**src/rtl/route_sequencer.sv**
```systemverilog
// route_sequencer: walks a programmable route table, issuing one route_req/pwm_go per
// entry to the motor controller, then waiting for task_done under a per-step timeout.

module route_sequencer #(
   parameter int          DEPTH   = 16,
   parameter int          AW      = 4,
   parameter int          SETTLE  = 4,
   parameter int unsigned TIMEOUT = 500_000_000
) (
   input  logic          clk,
   input  logic          rst_n,
   input  logic          start,
   input  logic          abort,
   input  logic          prog_we,
   input  logic [AW-1:0] prog_addr,
   input  logic [2:0]    prog_data,
   input  logic          task_done,
   output logic [2:0]    route_req,
   output logic          pwm_go,
   output logic          busy,
   output logic          done,
   output logic          error,
   output logic [AW-1:0] step_idx
);

   localparam logic [2:0] ST_IDLE   = 3'd0;
   localparam logic [2:0] ST_FETCH  = 3'd1;
   localparam logic [2:0] ST_ISSUE  = 3'd2;
   localparam logic [2:0] ST_SETTLE = 3'd3;
   localparam logic [2:0] ST_WAIT   = 3'd4;
   localparam logic [2:0] ST_NEXT   = 3'd5;
   localparam logic [2:0] ST_DONE   = 3'd6;
   localparam logic [2:0] ST_FAULT  = 3'd7;

   localparam logic [31:0]   SETTLE_LAST  = 32'(SETTLE - 1);
   localparam logic [31:0]   TIMEOUT_LAST = TIMEOUT - 32'd1;
   localparam logic [AW-1:0] LAST_IDX     = AW'(DEPTH - 1);

   logic [2:0]    state_q, state_d;
   logic [2:0]    route_req_q, route_req_d;
   logic          pwm_go_q, pwm_go_d;
   logic          busy_q, busy_d;
   logic          done_q, done_d;
   logic          error_q, error_d;
   logic [AW-1:0] step_idx_q, step_idx_d;
   logic [31:0]   cnt_q, cnt_d;
   logic          stop_pend_q, stop_pend_d;
   logic [2:0]    route_tbl_q [DEPTH];
   logic [2:0]    route_tbl_d [DEPTH];

   logic          busy_now;
   logic          want_stop;
   logic [2:0]    code;

   assign busy_now = (state_q == ST_FETCH) || (state_q == ST_ISSUE) || (state_q == ST_SETTLE) ||
                     (state_q == ST_WAIT) || (state_q == ST_NEXT);
   assign code     = route_tbl_q[step_idx_q];

   always_comb begin
      route_tbl_d = route_tbl_q;
      if (prog_we && !busy_now) begin
         route_tbl_d[prog_addr] = prog_data;
      end
   end

   always_comb begin
      state_d     = state_q;
      route_req_d = route_req_q;
      step_idx_d  = step_idx_q;
      cnt_d       = cnt_q;
      want_stop   = 1'b0;
      if (abort) begin
         state_d     = ST_IDLE;
         route_req_d = 3'b000;
         want_stop   = busy_now;
      end else begin
         case (state_q)
            ST_IDLE: begin
               if (start) begin
                  state_d    = ST_FETCH;
                  step_idx_d = '0;
               end
            end
            ST_FETCH: begin
               if (code == 3'b000) begin
                  state_d     = ST_DONE;
                  route_req_d = 3'b000;
                  want_stop   = 1'b1;
               end else begin
                  state_d = ST_ISSUE;
               end
            end
            ST_ISSUE: begin
               route_req_d = code;
               cnt_d       = '0;
               state_d     = ST_SETTLE;
            end
            ST_SETTLE: begin
               if (cnt_q == SETTLE_LAST) begin
                  state_d = ST_WAIT;
                  cnt_d   = '0;
               end else begin
                  cnt_d = cnt_q + 32'd1;
               end
            end
            ST_WAIT: begin
               // completion wins over a timeout expiring in the same cycle
               if (task_done) begin
                  state_d = ST_NEXT;
               end else if (cnt_q == TIMEOUT_LAST) begin
                  state_d     = ST_FAULT;
                  route_req_d = 3'b000;
                  want_stop   = 1'b1;
               end else begin
                  cnt_d = cnt_q + 32'd1;
               end
            end
            ST_NEXT: begin
               if (step_idx_q == LAST_IDX) begin
                  state_d     = ST_DONE;
                  route_req_d = 3'b000;
                  want_stop   = 1'b1;
               end else begin
                  step_idx_d = step_idx_q + 1'b1;
                  state_d    = ST_FETCH;
               end
            end
            ST_DONE, ST_FAULT: begin
               if (start) begin
                  state_d    = ST_FETCH;
                  step_idx_d = '0;
               end
            end
            default: state_d = ST_IDLE;
         endcase
      end
      // a stop pulse that would abut the previous pwm_go is held back one cycle
      pwm_go_d    = (!abort && (state_q == ST_ISSUE)) || ((want_stop || stop_pend_q) && !pwm_go_q);
      stop_pend_d = (want_stop || stop_pend_q) && pwm_go_q;
      busy_d      = (state_d == ST_FETCH) || (state_d == ST_ISSUE) || (state_d == ST_SETTLE) ||
                    (state_d == ST_WAIT) || (state_d == ST_NEXT);
      done_d      = (state_d == ST_DONE);
      error_d     = (state_d == ST_FAULT);
   end

   always_ff @(posedge clk or negedge rst_n) begin
      if (!rst_n) begin
         state_q     <= ST_IDLE;
         route_req_q <= 3'b000;
         pwm_go_q    <= 1'b0;
         busy_q      <= 1'b0;
         done_q      <= 1'b0;
         error_q     <= 1'b0;
         step_idx_q  <= '0;
         cnt_q       <= '0;
         stop_pend_q <= 1'b0;
         for (int i = 0; i < DEPTH; i++) begin
            route_tbl_q[i] <= 3'b000;
         end
      end else begin
         state_q     <= state_d;
         route_req_q <= route_req_d;
         pwm_go_q    <= pwm_go_d;
         busy_q      <= busy_d;
         done_q      <= done_d;
         error_q     <= error_d;
         step_idx_q  <= step_idx_d;
         cnt_q       <= cnt_d;
         stop_pend_q <= stop_pend_d;
         route_tbl_q <= route_tbl_d;
      end
   end

   assign route_req = route_req_q;
   assign pwm_go    = pwm_go_q;
   assign busy      = busy_q;
   assign done      = done_q;
   assign error     = error_q;
   assign step_idx  = step_idx_q;

endmodule

```
**config.mk**
```make
export PLATFORM = sky130hd
export DESIGN_NAME = route_sequencer
export DESIGN_NICKNAME = d
export VERILOG_FILES = /design/src/rtl/route_sequencer.sv
export SDC_FILE = /design/constraint.sdc
export NUM_CORES = 1
export LEC_CHECK = 0
export ABC_AREA = 1
export CORE_UTILIZATION = 64
export DETAILED_ROUTE_END_ITERATION = 8
export GPL_TIMING_DRIVEN = 1
export PLACE_DENSITY = 0.84
export REMOVE_ABC_BUFFERS = 1
export SYNTH_ARGS = -nofsm -noshare
export SYNTH_HDL_FRONTEND = slang
export SYNTH_SLANG_ARGS = --single-unit
```
**constraint.sdc**
```tcl
create_clock -name clk -period 5.3 [get_ports clk]
set_clock_uncertainty 0.1 [all_clocks]
set_input_delay 1.325 -clock clk [delete_from_list [all_inputs] [get_ports clk]]
set_output_delay 1.325 -clock clk [all_outputs]
set_load 0.05 [all_outputs]
```
**Word-level counts from Yosys, hierarchy flattened**

Index checks and enable logic that the tools add are counted.

- Magnitude comparators: 3
- Add/sub/neg operators: 2
- Equal/unequal tests: 25
- Muxes and demuxes: 33
- Reductions and logical operators: 27
- Bitwise operators: 3

Operators with widths:

| operator | number |
|---|---|
| 32-bit two-way mux | 3 |
| 32-bit one-hot mux with 3 select lines | 1 |
| 48-bit bitwise mux | 1 |
| 3-bit two-way mux | 15 |
| 32-bit by 1-bit adder with 32-bit output (second input constant) | 1 |
| 32-bit by 2-bit equality test with 1-bit output (second input constant) | 1 |
| 32-bit by 29-bit equality test with 1-bit output (second input constant) | 1 |
| 3-bit equality test (second input constant) | 8 |
| 3-bit one-hot mux with 6 select lines | 1 |
| 3-bit binary-select mux with 4-bit select | 1 |
| 3-bit demux with 4-bit select | 1 |
| 3-bit by 2-bit equality test with 1-bit output (second input constant) | 4 |
| 3-bit one-hot mux with 4 select lines | 1 |
| 5-bit >= comparator (second input constant) | 2 |
| 1-bit logical OR | 10 |
| 4-bit inverter with 5-bit output | 2 |
| 3-bit by 2-bit != test with 1-bit output (second input constant) | 3 |
| 4-bit two-way mux | 2 |
| 4-bit one-hot mux with 2 select lines | 1 |
| 4-bit AND reduction | 2 |
| 3-bit by 1-bit equality test with 1-bit output (second input constant) | 2 |
| 3-bit logical NOT | 2 |
| 2-bit != test (second input constant) | 3 |
| 1-bit logical AND | 5 |
| 14 further kinds | 20 |

- Bits in registers: 95
- Logic and storage cells: 118
- Output and inout bits: 11
- Input bits: 13

**Depth between registers and ports, before layout**

Gate-level depths: netlist of run 1.

- Depth after elaboration: 13
- Depth in mapped cells: 15
- Depth with buffers taken out: 14

**Least setup slack after synthesis of run 1**

No wires, ideal clock.

- Path kind: input -> register
- Start: in task_done
- End: reg cnt_q[4]
- Path buffers: 1
- Arrival: 2.068 ns
- Path slack: 3.012 ns
- Library setup time: 0.120 ns
- Stages on the path: 9
- Cell sequence: nand2_1 -> nand2_1 -> nor2_2 -> nand2_2 -> buf_6 -> nor3_2 -> nand2_1 -> nand2_1 -> a21oi_1

- Longest elaborated chain between the ends: 2

Ends and longest elaborated chain:

| item | line | text |
|---|---|---|
| from (decl) | 17 | `input logic task_done,` |
| 2-bit != test (no line) | n/a |  |
| 4-bit AND reduction (no line) | n/a |  |
| to (signal assigned) | 168 | `cnt_q <= cnt_d;` |
| to (decl) | 46 | `logic [31:0] cnt_q, cnt_d;` |

No other way between the ends.
A chain may end at the register's enable or synchronous reset.

**Worst setup path after layout of run 1**

- Start: reg step_idx_q[0] (netlist: step_idx[0])
- End: out step_idx[0]

RTL lines:

| item | line | text |
|---|---|---|
| from (decl) | 45 | `logic [AW-1:0] step_idx_q, step_idx_d;` |
| from (signal assigned) | 167 | `step_idx_q <= step_idx_d;` |
| to (decl) | 23 | `output logic [AW-1:0] step_idx` |

No word-level cell between the ends.

==> impl_table.tex, run 1 <==
\begin{tabular}{lr}
\hline
Metric & Value \\
\hline
\multicolumn{2}{l}{\textbf{Route}} \\
\quad Number of vias after detailed routing & 5250 \\
\quad Via density & 5.76 \\
\quad Overall routed net length & 13900 um \\
\quad Count of TritonRoute iterations in the first routing pass & 7 \\
\quad Initial DRC Count & 343 \\
\quad DRT antenna net count & 0 \\
\quad Wire length per cell & 15.3 um \\
\quad Count of unresolved DRC violations after routing & 0 \\
\multicolumn{2}{l}{\textbf{Clocking}} \\
\quad Root Buffer Master & sky130\_fd\_sc\_hd\_\_clkbuf\_8 \\
\quad CTS tree & yes \\
\quad CTS Hold Bufs & 0 \\
\quad Clock slew seen by the registers of the worst setup and hold paths & 0.10 ns \\
\quad Number of post-CTS setup repair buffers & 0 \\
\quad Max clock buf depth & 2 \\
\quad Post-cts sizing count & 0 \\
\quad Number of buffers created by CTS & 9 \\
\quad Clock Sink Count & 95 \\
\quad Clk\_lat worst skew & 0.37 ns \\
\quad Htree depth & 3 \\
\multicolumn{2}{l}{\textbf{Power}} \\
\quad Net Sw Frac & 45.3\% \\
\quad Pwr dens & 505 nW/um\^{}2 \\
\quad Internal power & 1.62 mW \\
\quad Flop pwr share & 41.8\% \\
\quad Gate power share & 41.9\% \\
\quad Peak supply drop & 0.365 mV \\
\quad Power dissipated by switching net loads & 1.34 mW \\
\quad Clock Power Share & 16.2\% \\
\quad Static power due to leakage & 2.80 nW \\
\multicolumn{2}{l}{\textbf{Final layout}} \\
\quad Layout-stage area growth over the synthesis result & 8.95\% \\
\quad Filler Cells Inserted & 688 \\
\quad Leading cell type in the layout, fill and taps excluded & sky130\_fd\_sc\_hd\_\_nand2\_1 \\
\quad Count of non-filler cells in the finished layout & 912 \\
\quad Finished layout cell area & 5880 um\^{}2 \\
\quad Number of diodes & 0 \\
\quad Total Nets Final & 817 \\
\quad Most frequent cells in the layout & sky130\_fd\_sc\_hd\_\_nand2\_1, sky130\_fd\_sc\_hd\_\_dfrtp\_1, sky130\_fd\_sc\_hd\_\_nor2\_1 \\
\quad Fraction of layout cells with a size suffix above 1 & 5.82\% \\
\quad Core utilization of the finished layout & 71.9\% \\
\multicolumn{2}{l}{\textbf{Yosys}} \\
\quad Portion of the post-synthesis area used by sequential elements & 44.1\% \\
\quad Mux share of post-synthesis cell area & 0\% \\
\quad Largest family of logic cells by synthesized area & simple AND/OR/NAND/NOR gates \\
\quad Post-synthesis adder-cell area fraction & 0.464\% \\
\quad Number of flip-flops and latches in the synthesized netlist & 95 \\
\quad Number of cells produced by synthesis & 780 \\
\quad Area fraction in and, or, nand and nor cells after synthesis & 35.4\% \\
\quad Cell Area, Synth & 5390 um\^{}2 \\
\quad Count of different cell masters after synthesis & 29 \\
\quad Mean cell area of the mapped netlist & 6.92 um\^{}2 \\
\quad Post-synthesis xor/xnor area fraction & 0\% \\
\quad Compound-cell area share of the yosys netlist & 11.8\% \\
\quad Synthesis warning total & 0 \\
\multicolumn{2}{l}{\textbf{Floorplanning}} \\
\quad Vertical extent of the die & 93.8 um \\
\quad Starting Density & 66.0\% \\
\quad Area of the die & 8800 um\^{}2 \\
\quad I/O pin total & 24 \\
\quad Width of the die & 93.8 um \\
\quad Core outline area & 8180 um\^{}2 \\
\quad Count of standard-cell rows & 33 \\
\multicolumn{2}{l}{\textbf{Worst setup path}} \\
\quad Type of the setup path with the least slack & reg -> out \\
\quad Cell-by-cell trace of the critical path & buf\_4 -> clkdlybuf4s50\_1 \\
\quad Element type at the critical path end & output pin \\
\quad Highest fanout seen on the critical path & 35 \\
\quad Top delay family on crit path & buffers and inverters \\
\quad Worst endpoint required time & 3.88 ns \\
\quad Type of element launching the critical path & flop \\
\quad Delay contributed by the slowest stage of the critical path & 0.88 ns \\
\quad Logic depth of the worst path, buffers included & 2 \\
\quad Path depth of the worst reg2reg path & 7 \\
\quad Total buffers and inverters traversed by the critical path & 2 \\
\quad Arrival time of the worst setup path & 1.94 ns \\
\quad Master of the slowest instance on the critical path & sky130\_fd\_sc\_hd\_\_clkdlybuf4s50\_1 \\
\multicolumn{2}{l}{\textbf{Min path}} \\
\quad WHS Path Cells & 2 \\
\quad Class of the worst hold path & reg -> reg \\
\multicolumn{2}{l}{\textbf{Timing}} \\
\quad Unrepaired setup endpoints after global routing & no \\
\quad Final Hold Fails & 0 \\
\quad Highest Clock Rate & 0.297 GHz \\
\quad Slew Limit Fails & 0 \\
\quad Final setup violation count & 0 \\
\quad Min Tclk post-route & 3.36 ns \\
\quad Actual slew at the worst max-slew pin & 0.836 ns \\
\quad Total negative slack & 0 ns \\
\quad Normalized max-slew margin & 44.2\% \\
\quad Period Utilization, post-route & 63.5\% \\
\multicolumn{2}{l}{\textbf{Global routing}} \\
\quad Vias in the first global route & 5001 \\
\quad Initial antenna violation count & 0 \\
\quad GRT Residual Overflow & 0 \\
\quad GRT Resource Usage Total & 34.4\% \\
\quad Wire length of the first global-routing pass & 23200 um \\
\quad Maximum number of pins on one net before global-route repair & 64 \\
\multicolumn{2}{l}{\textbf{Place}} \\
\quad Placed Area & 5680 um\^{}2 \\
\quad Number of port buffers & 23 \\
\quad Cell count after placement & 896 \\
\quad Weighted congestion at the end of routability-driven global placement & 0.989 \\
\quad Post-DP HPWL & 10100 um \\
\multicolumn{2}{l}{\textbf{Outcome}} \\
\quad Result of the run & complete, no violations \\
\multicolumn{2}{l}{\textbf{Run}} \\
\quad Maximum Capacitance Violations & 0 \\
\hline
\end{tabular}
[metal layers]
metal | vias to the layer above | track usage, % | part of all wire (%)
li1 | 2552 | - | -
met1 | 2458 | 41.2 | 40
met2 | 201 | 59.0 | 50
met3 | 39 | 6.88 | 6.7
met4 | 0 | 16.5 | 3.5
met5 | - | 0 | 0
[cells in the mapped netlist (all sizes together)]
master	count	area (um^2)
nor4	1	6.26
clkbuf	5	18.8
or2	4	25.0
ha	2	25.0
o21bai	1	7.51
a21oi	15	75.1
inv	92	345
nand3	52	265
o21ai	82	410
a31oi	1	6.26
nor2	100	390
clkinv	2	7.51
dfrtp	95	2380
o31ai	1	7.51
nor3	21	120
nand3b	1	7.51
o2111ai	15	131
nor3b	2	15.0
nand2	269	1020
nand4	9	56.3
buf	10	73.8
[final timing paths]
| check | startpoint | endpoint | slack (ns) |
|---|---|---|---|
| max in group asynchronous | rst_n | route_tbl_q[29]$_DFFE_PN0P_ | 3.22 |
| min in group asynchronous | rst_n | cnt_q[15]$_DFFE_PN0P_ | 0.94 |
| setup / recovery | step_idx[0]$_DFFE_PN0P_ | step_idx[0] | 1.94 |
| hold reg to reg | route_tbl_q[20]$_DFFE_PN0P_ | route_tbl_q[20]$_DFFE_PN0P_ | 0.39 |
| hold / removal | route_tbl_q[20]$_DFFE_PN0P_ | route_tbl_q[20]$_DFFE_PN0P_ | 0.39 |
| setup reg to reg | state_q[2]$_DFF_PN0_ | cnt_q[9]$_DFFE_PN0P_ | 2.53 |
[registers in the layout (all words and copies together) (netlist names)]
| signal | flops |
|---|---|
| route_tbl_q | 48 |
| cnt_q | 32 |
| step_idx | 4 |
| route_req | 3 |
| state_q | 3 |
| busy | 1 |
| done | 1 |
| error | 1 |
| pwm_go | 1 |
| stop_pend_q | 1 |
[through the flow]
step / power, mW / hold slack, ns / setup slack [ns]
global route: 3.20 / 0.420 / 1.88
CTS: 2.96 / 0.397 / 1.93
detailed placement: 2.48 / 0.373 / 1.87
finish: 2.97 / 0.392 / 1.94
floorplan: 2.09 / 0.346 / 2.69
global placement: 2.42 / 0.360 / 1.98
[layout make-up]
cell class	count	area, um^2	area share [%]
well taps	105	131	2.24
clock inverters	6	56.3	0.958
flip-flops and latches	95	2380	40.5
inverters	94	353	6.00
repair buffers	26	250	4.26
multi-input cells	576	2570	43.8
clock buffers	10	138	2.34
[kinds of logic after synthesis]
kind of cell / count (synthesis)
compound gates: 115
flops: 95
simple gates: 459
fa+ha+maj: 2
buf+inv: 109
[power groups by stage]
stage          Sequential, mW  Clock [mW]  Combinational (mW)
3_5_place_dp             1.25           0                1.23
2_1_floorplan            1.30           0               0.792
6_report                 1.24       0.482                1.24
5_1_grt                  1.27       0.516                1.42
3_3_place_gp             1.23           0                1.19
4_1_cts                  1.23       0.487                1.24
[worst min-delay path, stage by stage (launching register included)]
cell and delay, ns:
sky130_fd_sc_hd__dfrtp_1 0.36, sky130_fd_sc_hd__nand2_1 0.05, sky130_fd_sc_hd__o21ai_0 0.06
No activity file was read; power rests on OpenSTA's default activity.
==> run 2: changes to the inputs <==
- CORE_UTILIZATION: 64 -> 55
- PLACE_DENSITY: 0.84 -> 0.76
- clock period: 5.3 -> 2.8 ns (I/O delays scaled with it)
==> impl_table.tex, run 2 (synthesis gave the netlist of run 1 again) <==
\begin{tabular}{lr}
\hline
Metric & Value \\
\hline
\multicolumn{2}{l}{\textbf{Global routing}} \\
\quad GRT Resource Usage Total & 31.0\% \\
\quad Vias in the first global route & 4967 \\
\quad Wire length of the first global-routing pass & 24000 um \\
\quad Maximum number of pins on one net before global-route repair & 40 \\
\quad GRT Residual Overflow & 0 \\
\quad Initial antenna violation count & 0 \\
\multicolumn{2}{l}{\textbf{Power}} \\
\quad Pwr dens & 950 nW/um\^{}2 \\
\quad Total power of the final layout & 5.69 mW \\
\quad Static power due to leakage & 2.85 nW \\
\quad Peak supply drop & 0.702 mV \\
\multicolumn{2}{l}{\textbf{Floorplanning}} \\
\quad Area of the die & 10200 um\^{}2 \\
\quad Width of the die & 101 um \\
\quad Starting Density & 57.6\% \\
\quad I/O pin total & 24 \\
\quad Vertical extent of the die & 101 um \\
\quad Core outline area & 9370 um\^{}2 \\
\quad Count of standard-cell rows & 35 \\
\multicolumn{2}{l}{\textbf{Route}} \\
\quad Number of vias after detailed routing & 5258 \\
\quad Initial DRC Count & 383 \\
\quad Count of unresolved DRC violations after routing & 0 \\
\quad Via density & 5.56 \\
\quad Overall routed net length & 14400 um \\
\quad Count of TritonRoute iterations in the first routing pass & 5 \\
\quad Wire length per cell & 15.2 um \\
\quad DRT antenna net count & 0 \\
\multicolumn{2}{l}{\textbf{Timing}} \\
\quad Final Hold Fails & 0 \\
\quad Final setup violation count & 0 \\
\quad Final worst slack & 0.337 ns \\
\quad Actual slew at the worst max-slew pin & 0.571 ns \\
\quad Total negative slack & 0 ns \\
\quad Normalized max-slew margin & 61.9\% \\
\quad Unrepaired setup endpoints after global routing & no \\
\quad Min Tclk post-route & 2.46 ns \\
\quad Highest Clock Rate & 0.406 GHz \\
\quad Slew Limit Fails & 0 \\
\quad Period Utilization, post-route & 88.0\% \\
\multicolumn{2}{l}{\textbf{Final layout}} \\
\quad Most frequent cells in the layout & sky130\_fd\_sc\_hd\_\_nand2\_1, sky130\_fd\_sc\_hd\_\_dfrtp\_1, sky130\_fd\_sc\_hd\_\_nor2\_1 \\
\quad Register with the most flip-flops & route\_tbl\_q \\
\quad Total Nets Final & 826 \\
\quad Number of diodes & 0 \\
\quad Filler Cells Inserted & 853 \\
\quad Flip-flop count of the largest register, all copies and words added & 48 \\
\quad Leading cell type in the layout, fill and taps excluded & sky130\_fd\_sc\_hd\_\_nand2\_1 \\
\quad Fraction of layout cells with a size suffix above 1 & 6.99\% \\
\quad Layout-stage area growth over the synthesis result & 11.0\% \\
\quad Count of non-filler cells in the finished layout & 945 \\
\quad Core utilization of the finished layout & 63.9\% \\
\multicolumn{2}{l}{\textbf{Outcome}} \\
\quad Result of the run & complete, no violations \\
\multicolumn{2}{l}{\textbf{Clocking}} \\
\quad Clock Sink Count & 95 \\
\quad CTS tree & yes \\
\quad CTS Hold Bufs & 0 \\
\quad Clk\_lat worst skew & 0.38 ns \\
\quad Root Buffer Master & sky130\_fd\_sc\_hd\_\_clkbuf\_8 \\
\quad Post-cts sizing count & 0 \\
\quad Number of buffers created by CTS & 9 \\
\quad Clock slew seen by the registers of the worst setup and hold paths & 0.10 ns \\
\quad Htree depth & 3 \\
\quad Max clock buf depth & 2 \\
\quad Number of post-CTS setup repair buffers & 0 \\
\multicolumn{2}{l}{\textbf{Worst setup path}} \\
\quad Master of the slowest instance on the critical path & sky130\_fd\_sc\_hd\_\_clkdlybuf4s50\_1 \\
\quad Arrival time of the worst setup path & 1.66 ns \\
\quad Path depth of the worst reg2reg path & 12 \\
\quad Element type at the critical path end & output pin \\
\quad Type of element launching the critical path & flop \\
\quad Cell-by-cell trace of the critical path & clkdlybuf4s50\_1 \\
\quad Logic depth of the worst path, buffers included & 1 \\
\quad Total buffers and inverters traversed by the critical path & 1 \\
\quad Highest fanout seen on the critical path & 5 \\
\quad Top delay family on crit path & buffers and inverters \\
\quad Type of the setup path with the least slack & reg -> out \\
\quad Worst endpoint required time & 2.00 ns \\
\quad Delay contributed by the slowest stage of the critical path & 0.84 ns \\
\multicolumn{2}{l}{\textbf{Place}} \\
\quad Weighted congestion at the end of routability-driven global placement & 0.932 \\
\quad Post-DP HPWL & 10700 um \\
\quad Cell count after placement & 929 \\
\quad Number of port buffers & 23 \\
\quad Setup WS pre-CTS & 0.465 ns \\
\multicolumn{2}{l}{\textbf{Run}} \\
\quad Maximum Capacitance Violations & 0 \\
\multicolumn{2}{l}{\textbf{Min path}} \\
\quad Class of the worst hold path & in -> async \\
\hline
\end{tabular}
run 2: cell type report:
class                      instances  area [um^2]  share of cell area [%]
multi-input combinational        576         2570                    43.0
inverter                          94          353                    5.89
tap                              129          161                    2.70
sequential                        95         2380                    39.7
clock inverter                     7         71.3                    1.19
timing repair buffer              35          328                    5.48
clock buffer                       9          124                    2.07
run 2: path summary, 6_finish.rpt:
check	start	endpoint	slack, ns
max	step_idx[3]$_DFFE_PN0P_	step_idx[3]	0.34
min	rst_n	cnt_q[30]$_DFFE_PN0P_	0.19
max reg2reg	step_idx[0]$_DFFE_PN0P_	busy$_DFF_PN0_	0.42
min reg2reg	route_tbl_q[6]$_DFFE_PN0P_	route_tbl_q[6]$_DFFE_PN0P_	0.40
max in group asynchronous	rst_n	route_tbl_q[46]$_DFFE_PN0P_	1.79
min in group clk	route_tbl_q[6]$_DFFE_PN0P_	route_tbl_q[6]$_DFFE_PN0P_	0.40
run 2: metrics by stage:
stage	instance area (um^2)	hold WS [ns]
after floorplan	5300	0.304
final	5990	0.193
after global routing	5990	0.225
after CTS	5990	0.210
after detailed placement	5790	0.366
after global placement	5790	0.362
run 2: routing by layer:
layer | vias to the layer above | global-route usage (%) | wire length (um)
met2 | 199 | 47.2 | 6310
met1 | 2463 | 43.0 | 6650
met3 | 25 | 8.67 | 1220
met4 | 0 | 9.25 | 202
met5 | - | 0 | 0
li1 | 2571 | - | -
run 2: where the power goes:
| part | total, mW | internal (mW) | leakage, nW | switching, mW |
|---|---|---|---|---|
| clock network | 0.909 | 0.354 | 0.102 | 0.555 |
| registers | 2.38 | 1.93 | 1.26 | 0.450 |
| logic | 2.40 | 0.805 | 1.49 | 1.59 |
| total | 5.69 | 3.09 | 2.85 | 2.60 |
==> run 3: changes to the inputs <==
- CORE_MARGIN: not set -> 1.5
==> impl_table.tex, run 3 (synthesis gave the netlist of run 1 again) <==
\begin{tabular}{lr}
\hline
Metric & Value \\
\hline
\multicolumn{2}{l}{\textbf{Outcome}} \\
\quad Result of the run & complete, no violations \\
\multicolumn{2}{l}{\textbf{Clocking}} \\
\quad CTS Hold Bufs & 0 \\
\quad Clock Sink Count & 95 \\
\quad Clock slew seen by the registers of the worst setup and hold paths & 0.10 ns \\
\quad Number of buffers created by CTS & 9 \\
\quad Number of post-CTS setup repair buffers & 0 \\
\quad Htree depth & 3 \\
\quad Max clock buf depth & 2 \\
\quad Root Buffer Master & sky130\_fd\_sc\_hd\_\_clkbuf\_8 \\
\quad CTS tree & yes \\
\quad Clk\_lat worst skew & 0.37 ns \\
\quad Post-cts sizing count & 0 \\
\multicolumn{2}{l}{\textbf{Floorplanning}} \\
\quad Core outline area & 9370 um\^{}2 \\
\quad Vertical extent of the die & 102 um \\
\quad Count of standard-cell rows & 35 \\
\quad Starting Density & 57.6\% \\
\quad Width of the die & 102 um \\
\quad I/O pin total & 24 \\
\quad Area of the die & 10400 um\^{}2 \\
\multicolumn{2}{l}{\textbf{Global routing}} \\
\quad GRT Residual Overflow & 0 \\
\quad Maximum number of pins on one net before global-route repair & 56 \\
\quad Vias in the first global route & 4801 \\
\quad GRT Resource Usage Total & 28.5\% \\
\quad Wire length of the first global-routing pass & 23200 um \\
\quad Initial antenna violation count & 0 \\
\multicolumn{2}{l}{\textbf{Final layout}} \\
\quad Fraction of layout cells with a size suffix above 1 & 6.76\% \\
\quad Flip-flop count of the largest register, all copies and words added & 48 \\
\quad Total Nets Final & 824 \\
\quad Finished layout cell area & 5980 um\^{}2 \\
\quad Number of diodes & 0 \\
\quad Layout-stage area growth over the synthesis result & 10.8\% \\
\quad Area occupied by multi-input gates & 2570 um\^{}2 \\
\quad Filler Cells Inserted & 879 \\
\quad Core utilization of the finished layout & 63.8\% \\
\quad Leading cell type in the layout, fill and taps excluded & sky130\_fd\_sc\_hd\_\_nand2\_1 \\
\quad Area taken by flip-flops and latches & 2380 um\^{}2 \\
\quad Register with the most flip-flops & route\_tbl\_q \\
\quad Most frequent cells in the layout & sky130\_fd\_sc\_hd\_\_nand2\_1, sky130\_fd\_sc\_hd\_\_dfrtp\_1, sky130\_fd\_sc\_hd\_\_nor2\_1 \\
\multicolumn{2}{l}{\textbf{Route}} \\
\quad Overall routed net length & 14000 um \\
\quad Count of TritonRoute iterations in the first routing pass & 8 \\
\quad DRT antenna net count & 0 \\
\quad Initial DRC Count & 329 \\
\quad Number of vias after detailed routing & 5137 \\
\quad Via density & 5.45 \\
\quad Count of unresolved DRC violations after routing & 0 \\
\quad Wire length per cell & 14.8 um \\
\multicolumn{2}{l}{\textbf{Worst setup path}} \\
\quad Logic depth of the worst path, buffers included & 1 \\
\quad Path depth of the worst reg2reg path & 8 \\
\quad Crit path capture & step\_idx[1] \\
\quad Reg-to-reg startpoint & cnt\_q[0]\$\_DFFE\_PN0P\_ \\
\quad Type of element launching the critical path & flop \\
\quad Top delay family on crit path & buffers and inverters \\
\quad End of the worst register-to-register path & cnt\_q[9]\$\_DFFE\_PN0P\_ \\
\quad Type of the setup path with the least slack & reg -> out \\
\quad Origin of the worst setup path & step\_idx[1]\$\_DFFE\_PN0P\_ \\
\quad Master of the slowest instance on the critical path & sky130\_fd\_sc\_hd\_\_clkdlybuf4s50\_1 \\
\quad Element type at the critical path end & output pin \\
\quad Arrival time of the worst setup path & 1.65 ns \\
\quad Total buffers and inverters traversed by the critical path & 1 \\
\quad Highest fanout seen on the critical path & 3 \\
\quad FF-to-FF setup slack & 0.42 ns \\
\quad Cell-by-cell trace of the critical path & clkdlybuf4s50\_1 \\
\quad Worst endpoint required time & 2.00 ns \\
\quad Delay contributed by the slowest stage of the critical path & 0.84 ns \\
\multicolumn{2}{l}{\textbf{Timing}} \\
\quad Slew Limit Fails & 0 \\
\quad Highest Clock Rate & 0.408 GHz \\
\quad Final setup violation count & 0 \\
\quad Actual slew at the worst max-slew pin & 0.599 ns \\
\quad Normalized max-slew margin & 60.0\% \\
\quad Period Utilization, post-route & 87.4\% \\
\quad Total negative slack & 0 ns \\
\quad Final Hold Fails & 0 \\
\quad Min Tclk post-route & 2.45 ns \\
\quad Unrepaired setup endpoints after global routing & no \\
\multicolumn{2}{l}{\textbf{Place}} \\
\quad Post-DP HPWL & 10400 um \\
\quad Number of port buffers & 23 \\
\quad Weighted congestion at the end of routability-driven global placement & 0.996 \\
\quad Placed Area & 5780 um\^{}2 \\
\multicolumn{2}{l}{\textbf{Run}} \\
\quad Maximum Capacitance Violations & 0 \\
\multicolumn{2}{l}{\textbf{Power}} \\
\quad Static power due to leakage & 2.84 nW \\
\quad Pwr dens & 958 nW/um\^{}2 \\
\quad Peak supply drop & 0.529 mV \\
\multicolumn{2}{l}{\textbf{Min path}} \\
\quad Class of the worst hold path & in -> async \\
\hline
\end{tabular}
[run 3: area by class of cell]
type | count | share of cell area [%]
multi-input cells | 576 | 43.0
repair buffers | 33 | 5.23
clock inverters | 7 | 1.32
clock buffers | 9 | 2.07
inverters | 94 | 5.90
flip-flops and latches | 95 | 39.8
well taps | 129 | 2.70
[run 3: per-layer routing]
metal	GRT usage [%]	part of all wire, %
met5	0	0
met4	8.96	2.4
met3	3.49	5.4
met2	48.0	48
met1	38.6	44
[run 3: how the worst min path moves through the flow]
stage | end | slack [ns] | cells past startpoint
2_1_floorplan | busy$_DFF_PN0_ | 0.30 | 0
3_3_place_gp | route_tbl_q[46]$_DFFE_PN0P_ | 0.37 | 2
3_5_place_dp | route_tbl_q[45]$_DFFE_PN0P_ | 0.37 | 2
4_1_cts | cnt_q[14]$_DFFE_PN0P_ | 0.23 | 1
5_1_grt | cnt_q[14]$_DFFE_PN0P_ | 0.25 | 1
6_report | cnt_q[16]$_DFFE_PN0P_ | 0.20 | 1
[run 3: through the flow]
stage               hold slack (ns)  instances  setup slack [ns]  total power [mW]
CTS                           0.225        943             0.348              5.72
global placement              0.366        927             0.432              4.67
global route                  0.247        943             0.261              6.17
floorplan                     0.304        765             0.345              3.96
finish                        0.200        943             0.351              5.73
detailed placement            0.374        927             0.400              4.76
[run 3: report_power, final]
| group | total (mW) | internal (mW) | switching, mW | leakage, nW |
|---|---|---|---|---|
| combinational | 2.39 | 0.804 | 1.58 | 1.48 |
| clock | 0.961 | 0.424 | 0.536 | 0.0982 |
| sequential | 2.38 | 1.93 | 0.445 | 1.26 |
